**src/rtl/ps2_lane_mapper.sv**
```systemverilog
// ps2_lane_mapper: maps PS/2 make/break scancodes and synchronised push-buttons
// onto game input lanes. Each lane gets a registered pressed level, one-cycle
// press and release strobes, and a saturating count of cycles held.
module ps2_lane_mapper #(
    parameter int                       NUM_LANES      = 6,
    parameter logic [NUM_LANES*8-1:0]   SCANCODES      = {8'h7A, 8'h72, 8'h69, 8'h74, 8'h73, 8'h6B},
    parameter int                       HOLD_W         = 8,
    parameter bit                       OUT_ACTIVE_LOW = 1'b1
) (
    input  logic                          clk,
    input  logic                          resetn,
    input  logic                          valid,
    input  logic                          makeBreak,
    input  logic [7:0]                    outCode,
    input  logic [NUM_LANES-1:0]          key_n,
    output logic [NUM_LANES-1:0]          user_press,
    output logic [NUM_LANES-1:0]          press_pulse,
    output logic [NUM_LANES-1:0]          release_pulse,
    output logic [NUM_LANES*HOLD_W-1:0]   hold_count,
    output logic                          any_press
);

    localparam logic [HOLD_W-1:0] HOLD_MAX  = {HOLD_W{1'b1}};
    localparam logic [HOLD_W-1:0] HOLD_ONE  = HOLD_W'(1);
    localparam logic [HOLD_W-1:0] HOLD_ZERO = {HOLD_W{1'b0}};

    // Saturating increment: the counter sticks at its maximum instead of wrapping.
    function automatic logic [HOLD_W-1:0] sat_inc(input logic [HOLD_W-1:0] v);
        if (v == HOLD_MAX) begin
            return v;
        end else begin
            return v + HOLD_ONE;
        end
    endfunction

    logic [NUM_LANES-1:0]             match_s;
    logic [NUM_LANES-1:0]             kb_next_s;
    logic [NUM_LANES-1:0]             kb_held_r;
    logic [NUM_LANES-1:0]             key_meta_r;
    logic [NUM_LANES-1:0]             key_stage2_r;
    logic [NUM_LANES-1:0]             key_sync_s;
    logic [NUM_LANES-1:0]             pressed_s;
    logic [NUM_LANES-1:0]             prev_r;
    logic [NUM_LANES-1:0]             user_press_r;
    logic [NUM_LANES-1:0]             press_pulse_r;
    logic [NUM_LANES-1:0]             release_pulse_r;
    logic                             any_press_r;
    logic [NUM_LANES-1:0][HOLD_W-1:0] hold_cnt_r;

    // Compare the incoming scancode against every lane; duplicate codes may match several lanes.
    always_comb begin
        match_s = {NUM_LANES{1'b0}};
        for (int i = 0; i < NUM_LANES; i++) begin
            match_s[i] = (outCode == SCANCODES[8*i +: 8]);
        end
    end

    // Next keyboard-held state: matching lanes take makeBreak on a valid strobe, all others hold.
    always_comb begin
        kb_next_s = kb_held_r;
        if (valid) begin
            for (int i = 0; i < NUM_LANES; i++) begin
                if (match_s[i]) begin
                    kb_next_s[i] = makeBreak;
                end else begin
                    kb_next_s[i] = kb_held_r[i];
                end
            end
        end else begin
            kb_next_s = kb_held_r;
        end
    end

    // Keyboard-held register per lane.
    always_ff @(posedge clk) begin
        if (!resetn) begin
            kb_held_r <= {NUM_LANES{1'b0}};
        end else begin
            kb_held_r <= kb_next_s;
        end
    end

    // Two-flop synchroniser for the asynchronous active-low push-buttons; resets to released (high).
    always_ff @(posedge clk) begin
        if (!resetn) begin
            key_meta_r   <= {NUM_LANES{1'b1}};
            key_stage2_r <= {NUM_LANES{1'b1}};
        end else begin
            key_meta_r   <= key_n;
            key_stage2_r <= key_meta_r;
        end
    end

    assign key_sync_s = ~key_stage2_r;
    assign pressed_s  = kb_held_r | key_sync_s;

    // Registered lane level, edge strobes and any-press flag, all one cycle behind pressed_s.
    always_ff @(posedge clk) begin
        if (!resetn) begin
            prev_r          <= {NUM_LANES{1'b0}};
            user_press_r    <= {NUM_LANES{OUT_ACTIVE_LOW}};
            press_pulse_r   <= {NUM_LANES{1'b0}};
            release_pulse_r <= {NUM_LANES{1'b0}};
            any_press_r     <= 1'b0;
        end else begin
            prev_r          <= pressed_s;
            user_press_r    <= OUT_ACTIVE_LOW ? ~pressed_s : pressed_s;
            press_pulse_r   <= pressed_s & ~prev_r;
            release_pulse_r <= ~pressed_s & prev_r;
            any_press_r     <= |pressed_s;
        end
    end

    // Per-lane hold counter: counts cycles pressed, saturates, clears whenever the lane is released.
    always_ff @(posedge clk) begin
        if (!resetn) begin
            hold_cnt_r <= {NUM_LANES{HOLD_ZERO}};
        end else begin
            for (int i = 0; i < NUM_LANES; i++) begin
                if (pressed_s[i]) begin
                    hold_cnt_r[i] <= sat_inc(hold_cnt_r[i]);
                end else begin
                    hold_cnt_r[i] <= HOLD_ZERO;
                end
            end
        end
    end

    assign user_press    = user_press_r;
    assign press_pulse   = press_pulse_r;
    assign release_pulse = release_pulse_r;
    assign any_press     = any_press_r;
    assign hold_count    = hold_cnt_r;

endmodule

```
**config.mk**
```make
export PLATFORM = sky130hd
export DESIGN_NAME = ps2_lane_mapper
export DESIGN_NICKNAME = d
export VERILOG_FILES = /design/src/rtl/ps2_lane_mapper.sv
export SDC_FILE = /design/constraint.sdc
export NUM_CORES = 1
export LEC_CHECK = 0
export CAP_MARGIN = 30
export CORE_MARGIN = 1.5
export CORE_UTILIZATION = 50
export DETAILED_ROUTE_END_ITERATION = 10
export MAX_ROUTING_LAYER = met4
export PLACE_DENSITY = 0.81
export SLEW_MARGIN = 10
export SYNTH_ARGS = -nofsm -noshare
export SYNTH_HDL_FRONTEND = slang
export SYNTH_SLANG_ARGS = --single-unit
```
**constraint.sdc**
```tcl
create_clock -name clk -period 2.1 [get_ports clk]
set_input_delay 0.42 -clock clk [delete_from_list [all_inputs] [get_ports clk]]
set_output_delay 0.42 -clock clk [all_outputs]
set_load 0.01 [all_outputs]
```
==> results.py <==
metrics = {
    "place": {
        "gp_congestion": 0.8190,
        "portBuffers": 84,
        "hpwl_um": 5242,
        "place_inst": 541,
        "dpl_worst_slack_ps": 483.3,
        "placedInstanceArea_mm2": 0.004419,
    },
    "clocking": {
        "cts-root-buf": "clkbuf_8",
        "insertion_delay_ps": 340,
        "cts_tree": "built",
        "cts_setup_buffers": 0,
        "clk_pin_slew_ps": 80,
        "clock-sinks": 91,
        "ctsResizeCount": 0,
        "tritoncts.num_buffers": 9,
        "ctsHoldBuffers": 0,
        "clockBufferDepth": 2,
        "h-tree-depth": 3,
    },
    "detailed_routing": {
        "wirelength_um": 7394,
        "drcViolationCount": 0,
        "drt.antenna.violating_nets": 0,
        "wl_per_cell_um": 13.32,
        "dr.pass1.iters": 4,
        "viasPerCell": 5.551,
        "drt-initial-drc-count": 128,
        "vias": 3081,
    },
    "global_routing": {
        "grt_max_degree": 19,
        "grt_pass1_vias": 2688,
        "track_usage": 0.2030,
        "gr-total-overflow": 0,
        "grt_antenna_before_repair": 0,
        "grt_pass1_wl_um": 11750,
    },
    "timing": {
        "fin_worst_skew_ps": 5.830,
        "tns_ps": 0,
        "worst_slack_ps": 252.9,
        "relSlewSlack": 0.7558,
        "rsz0062_at_grt": "no",
        "tightest_slew_ps": 365.4,
        "finalSetupViolCount": 0,
        "hold-worst-slack_ps": 410.8,
        "final_hold_viol_count": 0,
        "period_minus_slack_ps": 1847,
        "fin_crit_sh": 0.8796,
        "drv_slew": 0,
        "fmax_mhz": 541.4,
    },
    "yosys": {
        "netlist.area_leader.share": 0.5206,
        "synth_nets": 395,
        "synthCells": 371,
        "netlist_area_mm2": 0.003500,
        "ys_seq_area_frac": 0.5206,
        "ys.flop_type": "dfxtp_1",
        "synth_edf_count": 0,
        "async_flop_share": 0,
        "synthDistinctLibCells": 35,
        "synth.area.top_cells": "dfxtp_1 (52%), nor3_1 (5.0%), nand3_1 (3.4%)",
        "avgSynthCellArea_um2": 9.433,
        "yosysWarnings": 0,
        "synth_top_area_cell": "dfxtp_1",
        "ys_ff_latch": 91,
    },
    "die": {
        "die_w_um": 86.66,
        "core-area_mm2": 0.006794,
        "die_h_um": 86.66,
        "start_util": 0.5151,
        "dieArea_mm2": 0.007510,
        "io-pin-count": 85,
        "rows": 30,
    },
    "worst_setup_path": {
        "crit_fanout": 10,
        "crit_path_cell_trace": "clkdlybuf4s50_1",
        "worst-path-buf-inv": 1,
        "cp.required_ps": 1680,
        "rr_worst_depth": 4,
        "endpoint_kind": "output pin",
        "worst_setup_path_start_kind": "flop",
        "worstSetupPathType": "flop to output pin",
        "reg2reg_slack_ps": 590,
        "cp_top_family": "buffers and inverters",
        "r2r_start": "hold_count[40]",
        "max_stage_delay_ps": 600,
        "crit_arrival_ps": 1430,
        "r2r_end": "hold_count[43]",
        "critPathSlowestCell": "clkdlybuf4s50_1",
    },
    "pwr": {
        "powerDensity_mw_per_mm2": 651.5,
        "total_leakage_power_nw": 1.668,
        "ir_drop_mv": 0.3947,
        "power_mw": 2.997,
    },
    "run_status": {
        "outcome": "completed",
    },
    "final_layout": {
        "final_util": 0.6772,
        "layout.cells.non_filler": 555,
        "fin_nets": 480,
        "drive_gt1_frac": 0.04139,
        "nFillCells": 595,
        "area_growth_syn_to_layout_pct": 31.46,
        "final_area_mm2": 0.004601,
        "antenna_cells": 0,
        "mostFrequentLayoutCell": "dfxtp_1",
        "mostFrequentLayoutCells": "dfxtp_1 (91), clkdlybuf4s50_1 (83), nor3_1 (35)",
    },
    "worst_hold_path": {
        "hp-start": "key_meta_r[1]",
        "hp-class": "flop to flop",
        "hold_path_depth": 1,
        "min_to": "key_stage2_r[1]",
    },
    "flow_run": {
        "cap_violations": 0,
    },
}
-- state kept, by name (all words and copies together) (netlist names) --
signal / flops
hold_count: 48
key_meta_r: 6
release_pulse: 6
user_press: 6
prev_r: 6
any_press: 1
key_stage2_r: 6
kb_held_r: 6
press_pulse: 6
-- cell usage after synthesis, types with 8 or more instances --
library cell and instances:
nand3_1 24, and4_1 8, nand4_1 12, nor2_1 18, mux2i_1 9, nor3_1 35
a211oi_1 11, a21oi_1 19, a31oi_1 17, o21ai_0 9, nor3b_1 11, inv_1 9
nand2_1 24, nand2b_1 16, dfxtp_1 91
-- where the power goes --
group          switching [mW]  internal, mW
registers              0.0135          1.75
logic                  0.0601        0.0709
clock network           0.535         0.566
-- how the worst max path moves through the flow --
stage	startpoint	endpoint	slack [ps]	cells past startpoint
detailed placement	outCode[1]	kb_held_r[5]	480	4
global route	hold_count[12]	hold_count[12]	190	1
global placement	outCode[1]	kb_held_r[5]	490	4
floorplan	hold_count[40]	hold_count[43]	730	4
CTS	hold_count[12]	hold_count[12]	240	1
finish	hold_count[4]	hold_count[4]	250	1
-- area by class of cell --
cell class                      count  area [um2]  share of cell area
Sequential cell                    91        1822              0.3960
Multi-Input combinational cell    259        1593              0.3462
Timing Repair Buffer               86       850.8              0.1849
Clock buffer                       11       141.4             0.03073
Tap cell                           96       120.1             0.02611
Clock inverter                      3       40.04            0.008703
Inverter                            9       33.78            0.007343
-- metal layers --
metal	global-route usage	wire [um]	vias up
li1	-	-	1551
met1	0.2364	3341	1435
met2	0.3430	3620	82
met3	0.03429	315	13
met4	0.09238	116	0
met5	-	0	-
-- cells by family (layout without fill, tap and decap cells) --
logic type               Yosys count  count (layout)  share of synthesized area
AO/OA/AOI/OAI                     72              72                     0.1305
buffers and inverters             21             109                    0.02431
multiplexers                       9               9                    0.02574
AND/OR/NAND/NOR                  172             172                     0.2774
adder cells (fa/ha/maj)            6               6                    0.02145
flip-flops                        91              91                     0.5206
No activity file was read; power rests on OpenSTA's default activity.
